[src/rtl/bfp16_ws_col_loader.sv]
// Feed side of a weight-stationary BFP16 PE column.
// Buffers one tile of weights, bursts them into the column shift chain,
// then holds while streaming ifmap vectors, drains the psums and pulses done.
// The weight buffer keeps accepting the next tile while the current one computes.
module bfp16_ws_col_loader #(
  parameter int DEPTH     = 2,
  parameter int CNT_W     = 16,
  parameter int DRAIN_CYC = DEPTH + 1
) (
  input  logic                  clk,
  input  logic                  rst,
  input  logic                  start,
  input  logic [CNT_W-1:0]      num_vec,
  output logic                  busy,
  output logic                  done,
  input  logic                  w_valid,
  output logic                  w_ready,
  input  logic [15:0]           w_data,
  input  logic                  x_valid,
  output logic                  x_ready,
  input  logic [16*DEPTH-1:0]   x_data,
  output logic                  ctrl,
  output logic [15:0]           weight,
  output logic [16*DEPTH-1:0]   ifmap,
  output logic                  ifmap_vld
);

  localparam int CW = $clog2(DEPTH + 1);
  localparam int IW = (DEPTH > 1) ? $clog2(DEPTH) : 1;
  localparam int DW = $clog2(DRAIN_CYC + 1);

  typedef enum logic [2:0] {
    S_IDLE,
    S_FILL,
    S_SHIFT,
    S_COMPUTE,
    S_DRAIN
  } state_t;

  state_t               state_reg, state_next;
  logic [CW-1:0]        count_reg, count_next;
  logic [15:0]          wbuf_reg [DEPTH];
  logic [CNT_W-1:0]     num_vec_reg, num_vec_next;
  logic [CNT_W-1:0]     vec_cnt_reg, vec_cnt_next;
  logic [IW-1:0]        shift_idx_reg, shift_idx_next;
  logic [DW-1:0]        drain_cnt_reg, drain_cnt_next;
  logic                 ctrl_reg, ctrl_next;
  logic [15:0]          weight_reg, weight_next;
  logic [16*DEPTH-1:0]  ifmap_reg, ifmap_next;
  logic                 ifmap_vld_reg, ifmap_vld_next;
  logic                 done_reg, done_next;
  logic                 w_accept;
  logic                 x_accept;

  // Handshakes: the buffer is closed only while it is being shifted out;
  // vectors are taken only in COMPUTE and never beyond num_vec.
  assign w_ready  = (count_reg < CW'(DEPTH)) && (state_reg != S_SHIFT);
  assign x_ready  = (state_reg == S_COMPUTE) && (vec_cnt_reg < num_vec_reg);
  assign w_accept = w_valid && w_ready;
  assign x_accept = x_valid && x_ready;

  assign busy      = (state_reg != S_IDLE);
  assign done      = done_reg;
  assign ctrl      = ctrl_reg;
  assign weight    = weight_reg;
  assign ifmap     = ifmap_reg;
  assign ifmap_vld = ifmap_vld_reg;

  // Beat k of a tile lands in slot k; the slot is chosen by the fill count.
  generate
    for (genvar gi = 0; gi < DEPTH; gi++) begin : g_wbuf
      always_ff @(posedge clk) begin
        if (w_accept && (count_reg == CW'(gi))) begin
          wbuf_reg[gi] <= w_data;
        end
      end
    end
  endgenerate

  // Next-state and next-output logic; column outputs default to HOLD/idle bus.
  always_comb begin
    state_next     = state_reg;
    count_next     = count_reg + CW'(w_accept);
    num_vec_next   = num_vec_reg;
    vec_cnt_next   = vec_cnt_reg;
    shift_idx_next = '0;
    drain_cnt_next = '0;
    ctrl_next      = 1'b1;
    weight_next    = weight_reg;
    ifmap_next     = '0;
    ifmap_vld_next = 1'b0;
    done_next      = 1'b0;
    case (state_reg)
      S_IDLE: begin
        if (start) begin
          num_vec_next = num_vec;
          vec_cnt_next = '0;
          state_next   = (count_reg == CW'(DEPTH)) ? S_SHIFT : S_FILL;
        end
      end
      S_FILL: begin
        if (count_next == CW'(DEPTH)) begin
          state_next = S_SHIFT;
        end
      end
      S_SHIFT: begin
        // Last buffered weight goes in first so buf[0] ends up at PE0.
        ctrl_next      = 1'b0;
        weight_next    = wbuf_reg[IW'(DEPTH - 1) - shift_idx_reg];
        shift_idx_next = shift_idx_reg + IW'(1);
        if (shift_idx_reg == IW'(DEPTH - 1)) begin
          shift_idx_next = '0;
          count_next     = '0;
          state_next     = (num_vec_reg == '0) ? S_DRAIN : S_COMPUTE;
        end
      end
      S_COMPUTE: begin
        if (x_accept) begin
          ifmap_next     = x_data;
          ifmap_vld_next = 1'b1;
          vec_cnt_next   = vec_cnt_reg + CNT_W'(1);
          // Compare against num_vec-1 so the counter never needs to exceed num_vec.
          if (vec_cnt_reg == num_vec_reg - CNT_W'(1)) begin
            state_next = S_DRAIN;
          end
        end
      end
      S_DRAIN: begin
        drain_cnt_next = drain_cnt_reg + DW'(1);
        if (drain_cnt_reg == DW'(DRAIN_CYC - 1)) begin
          drain_cnt_next = '0;
          done_next      = 1'b1;
          state_next     = S_IDLE;
        end
      end
      default: begin
        state_next = S_IDLE;
      end
    endcase
  end

  // State and registered column-facing outputs.
  always_ff @(posedge clk) begin
    if (rst) begin
      state_reg     <= S_IDLE;
      count_reg     <= '0;
      num_vec_reg   <= '0;
      vec_cnt_reg   <= '0;
      shift_idx_reg <= '0;
      drain_cnt_reg <= '0;
      ctrl_reg      <= 1'b1;
      weight_reg    <= '0;
      ifmap_reg     <= '0;
      ifmap_vld_reg <= 1'b0;
      done_reg      <= 1'b0;
    end else begin
      state_reg     <= state_next;
      count_reg     <= count_next;
      num_vec_reg   <= num_vec_next;
      vec_cnt_reg   <= vec_cnt_next;
      shift_idx_reg <= shift_idx_next;
      drain_cnt_reg <= drain_cnt_next;
      ctrl_reg      <= ctrl_next;
      weight_reg    <= weight_next;
      ifmap_reg     <= ifmap_next;
      ifmap_vld_reg <= ifmap_vld_next;
      done_reg      <= done_next;
    end
  end

endmodule
[config.mk]
export PLATFORM = sky130hd
export DESIGN_NAME = bfp16_ws_col_loader
export DESIGN_NICKNAME = d
export VERILOG_FILES = /design/src/rtl/bfp16_ws_col_loader.sv
export SDC_FILE = /design/constraint.sdc
export NUM_CORES = 1
export LEC_CHECK = 0
export CORE_MARGIN = 3
export CORE_UTILIZATION = 50
export CTS_CLUSTER_DIAMETER = 30
export CTS_CLUSTER_SIZE = 28
export DETAILED_ROUTE_END_ITERATION = 16
export DONT_BUFFER_PORTS = 1
export PLACE_DENSITY_LB_ADDON = 0.25
export SETUP_SLACK_MARGIN = 0.15
export SLEW_MARGIN = 20
export SYNTH_ARGS = -nofsm -noshare
export SYNTH_HDL_FRONTEND = slang
export SYNTH_SLANG_ARGS = --single-unit
export TNS_END_PERCENT = 20
[constraint.sdc]
create_clock -name clk -period 5.3 [get_ports clk]
set_input_delay 1.06 -clock clk [delete_from_list [all_inputs] [get_ports clk]]
set_output_delay 1.06 -clock clk [all_outputs]
set_load 0.01 [all_outputs]
* Word-level counts from Yosys, hierarchy flattened
Memories as Yosys holds them, arrays and structs flattened. A register that Yosys moved wholly into a read port is not among the register bits. Index checks and enable logic that the tools add are counted.
Cells by class: $add $sub $neg 6, $lt $le $gt $ge 2, equality and inequality tests 16, mux-type cells 24, bitwise gates (word level) 4, reductions and logical operators 20
Operator list (number):
- 16-bit 2-to-1 mux | 3
- 16-bit case mux with 2 select lines | 1
- 3-bit 2-to-1 mux | 7
- 16-bit by 1-bit adder with 16-bit output, second input constant | 1
- 16-bit == test | 1
- 16-bit logical NOT | 1
- 16-bit < comparator | 1
- 16-bit OR reduction | 1
- 16-bit by 1-bit subtractor with 16-bit output, second input constant | 1
- 3-bit case mux with 5 select lines | 1
- 2-bit inequality test, second input constant | 5
- 1-bit 2-to-1 mux | 9
- 3-bit OR reduction | 3
- 2-bit == test, second input constant | 3
- 3-bit by 2-bit == test with 1-bit output, second input constant | 2
- 1-bit logical AND | 6
- 2-bit 2-to-1 mux | 3
- 6-bit AND reduction | 1
- 1-bit inverter | 4
- 2-bit OR reduction | 2
- 3-bit by 1-bit == test with 1-bit output, second input constant | 1
- 3-bit == test, second input constant | 1
- 3-bit logical NOT | 1
- 3-bit by 2-bit inequality test with 1-bit output, second input constant | 1
- 12 further kinds | 12
Word-level totals: register bits 75, RAM bits 32, bits of input ports 69, output and inout bits 54, logic and storage cells 83, memories kept 1
Memory list:
- wbuf_reg | depth 2, bits a word 16, rd ports 1, clocked after memory_dff 1, write ports 1, RTL line 42 | logic [15:0] wbuf_reg [DEPTH];

* Depth between registers and ports, before layout
word-level depth 8, mapped depth 12, depth with buffers taken out 11

* Least setup slack after synthesis
Ideal clock, no wire load.
kind register -> output, start register num_vec_reg[11], end output port x_ready, arrival 1.636 ns, data required time 4.240 ns, slack 2.604 ns, stages on the path, launching flop included 7, path through dfxtp_1 -> clkbuf_1 -> inv_1 -> ha_1 -> nand4_1 -> a2111oi_0 -> nor3_1
Between the ends: cells in the longest elaborated chain, start to end 2
Ends and longest elaborated chain:
- start, declared | RTL line 43 | logic [CNT_W-1:0] num_vec_reg, num_vec_next;
- start signal, assigned | RTL line 159 | num_vec_reg <= num_vec_next;
- 16-bit < comparator | RTL line 58 | assign x_ready = (state_reg == S_COMPUTE) && (vec_cnt_reg < num_vec_reg);
- 1-bit logical AND | RTL line 58
- end, declared | RTL line 20 | output logic x_ready,
No other way between the ends.

* Final worst setup path
start register num_vec_reg[7], end output port x_ready
The elaborated chain is that of the path after synthesis.

==> impl_metrics.tcl <==
set metrics [dict create \
    switching_share 0.3115 \
    grt_pass1_vias 3688 \
    fin_util 0.5937 \
    reg2reg_depth 12 \
    drt-pass1-iter-count 4 \
    synthesis.nets 619 \
    synth_cell_types 53 \
    setup_viol 0 \
    period_share 0.6605 \
    fin_setup_tns_ps 0 \
    grt_usage 0.1969 \
    synth-edff-count 32 \
    num_vias 3785 \
    maxSlewViolCount 0 \
    place_congestion 0.9356 \
    fp.dieW_um 109.0 \
    floorplan.initialDensity 0.5282 \
    timing.clock.skew_ps 15.63 \
    leakagePower_nw 2.155 \
    fmax_ghz 0.2857 \
    grt_pass1_wl_mm 18.02 \
    async_flop_share 0 \
    h-tree-depth 4 \
    area.growth.synth_to_final_pct 12.41 \
    antenna_left 0 \
    dp_hpwl_mm 8.056 \
    dieHeight_um 109.0 \
    power.net_switching_mw 0.9611 \
    required_ps 4240 \
    ys_seq_elements 123 \
    period_minus_slack_ps 3501 \
    n_antenna_cell 0 \
    synth_cells 529 \
    peakVddDrop_mv 0.2771 \
    ys.warnings.count 0 \
    finalHoldViolCount 0 \
    max_cap_violations 0 \
    cts_hold_buf 0 \
    synth_ff_type "dfxtp_1" \
    clk-insertion-delay-late_ps 510 \
    synth.yosys.seq_area_share 0.5245 \
    holdWs_ps 408.0 \
    cts_buffers 17 \
    cts_resized 0 \
    fillerInstances 860 \
    clkTransAtPathRegs_ps 60 \
    drc 0 \
    setup.worst_path.start_class "flop" \
    crit_type "flop to output pin" \
    worst-path-max-fanout 8 \
    post_cts_buffers 0 \
    die_area_mm2 0.01188 \
    internal_power_mw 2.124 \
    end_kind "output pin" \
    clock-sinks 123 \
    wl_per_cell_um 16.73 \
    crit_arrival_ps 2440 \
    dpl.cell_count 639 \
    powerDensity_mw_per_mm2 517.4 \
    io_pins 123 \
    instances_no_fill 671 \
    synth_area_per_cell_um2 10.03 \
    holdPathStages 1 \
    drt_wl_total_mm 11.23 \
    cts_tree "done" \
    sequentialPowerShare 0.417 \
    antenna_found_initial 0 \
    cts_root_buf "clkbuf_8" \
    num_rows 36 \
    drive_above_1_share 0.07807 \
    portBuffers 0 \
    worstMarginPinSlew_ps 1094 \
    synth_area_mm2 0.005305 \
    vias_per_cell 5.641 \
    p_comb_frac 0.227 \
    cts_buffer_depth 2 \
    grt-ovfl-total 0 \
    maxSlewHeadroom 0.2695 \
    power_frac_clock 0.357 \
    coreArea_mm2 0.01004 \
    grt_max_degree 41 \
    fin_nets 615 \
    status "completed" \
    min_path_type "flop to flop" \
    rsz0062_at_grt "false" \
    first_iter_violations 201 \
]
## Yosys cell counts (2+ instances only)
cell	instances	area, µm²
buf_2	3	15.01
nand2b_1	4	25.02
edfxtp_1	32	960.9
and2_1	35	219.0
inv_1	24	90.09
nand3_1	11	55.05
o21ai_0	12	60.06
nor2b_1	4	25.02
xor2_1	7	61.31
o211ai_1	6	45.04
or2_2	3	18.77
mux2i_1	20	200.2
a21oi_1	37	185.2
a211oi_1	20	150.1
a31oi_1	2	12.51
o31ai_1	9	67.56
nor4b_1	3	26.28
and3_1	4	25.02
nand2_1	53	198.9
or4_1	11	82.58
or3_1	9	56.30
nor4_1	7	43.79
clkbuf_1	21	78.83
ha_1	21	262.8
nor3_1	8	40.04
dfxtp_1	91	1822
a211o_1	2	17.52
nand4_1	7	43.79
nor2_1	29	108.9
xnor2_1	11	96.34
## worst paths after layout
path / start / end / slack, ps
setup / recovery: num_vec_reg[7] / x_ready / 1800
hold / removal: drain_cnt_reg[0] / drain_cnt_reg[0] / 410
setup reg to reg: state_reg[1] / state_reg[0] / 2200
hold reg to reg: drain_cnt_reg[0] / drain_cnt_reg[0] / 410
## worst max-delay path: stages, from the launching register on
cell	delay [ps]
dfxtp_1	430
inv_1	90
ha_1	340
nand4_1	90
a2111oi_0	720
nor3_1	240
## power groups by stage
stage | Sequential, mW | Clock, mW | Combinational (mW)
6_report | 1.29 | 1.10 | 0.699
5_1_grt | 1.31 | 1.17 | 0.794
4_1_cts | 1.29 | 1.12 | 0.701
3_5_place_dp | 1.31 | 0 | 0.694
3_3_place_gp | 1.30 | 0 | 0.678
2_1_floorplan | 1.24 | 0 | 0.598
## logic make-up (layout without fill, tap and decap cells)
logic type,Yosys count,after routing,synth area share
fa+ha+maj,21,21,0.04953
flops,123,123,0.5245
compound gates,101,101,0.1238
buf+inv,51,60,0.03821
xor+xnor,18,18,0.02972
simple gates,195,195,0.1965
mux,20,20,0.03774
## layout make-up
| cell class | count | area, µm² | share of cell area |
|---|---|---|---|
| Clock buffer | 20 | 425.4 | 0.07134 |
| Clock inverter | 12 | 147.6 | 0.02476 |
| Inverter | 25 | 93.84 | 0.01574 |
| Multi-Input combinational cell | 355 | 2325 | 0.3898 |
| Sequential cell | 123 | 2783 | 0.4666 |
| Tap cell | 133 | 166.4 | 0.02791 |
| Timing Repair Buffer | 3 | 22.52 | 0.003777 |
## cells in the final DEF (no fill, tap or decap), types with 2 or more instances in the layout
master and count:
dfxtp_1 91, nand2_1 53, a21oi_1 37, and2_1 35, edfxtp_1 32, nor2_1 29, inv_1 24, ha_1 21
a211oi_1 20, mux2i_1 20, clkbuf_16 16, o21ai_0 12, nand3_1 11, or4_1 11, xnor2_1 11, o31ai_1 9
or3_1 9, nor3_1 7, nand4_1 7, nor4_1 7, xor2_1 7, o211ai_1 6, clkinv_2 5, nor2b_1 4
and3_1 4, nand2b_1 4, or2_2 3, nor4b_1 3, clkbuf_1 3, bufinv_16 3, buf_4 3, a31oi_1 2
a211o_1 2, clkinvlp_4 2
## routing by layer
layer | vias up | wire, µm | GRT usage | part of all wire
li1 | 1893 | - | - | -
met1 | 1782 | 4490 | 0.2191 | 0.40
met2 | 96 | 5837 | 0.3390 | 0.52
met3 | 14 | 713 | 0.07401 | 0.064
met4 | 0 | 184 | 0.07845 | 0.016
met5 | - | 0 | 0 | 0
## through the flow
stage                     worst slack, ps  cell area (µm²)  power (mW)
after floorplan                      2604             5305       1.834
after global placement               2361             5390       1.978
after detailed placement             2274             5390       1.999
after CTS                            1750             5963       3.112
after global routing                 1628             5963       3.275
final                                1799             5963       3.085
Note: power is estimated with default switching activity, not from simulation.
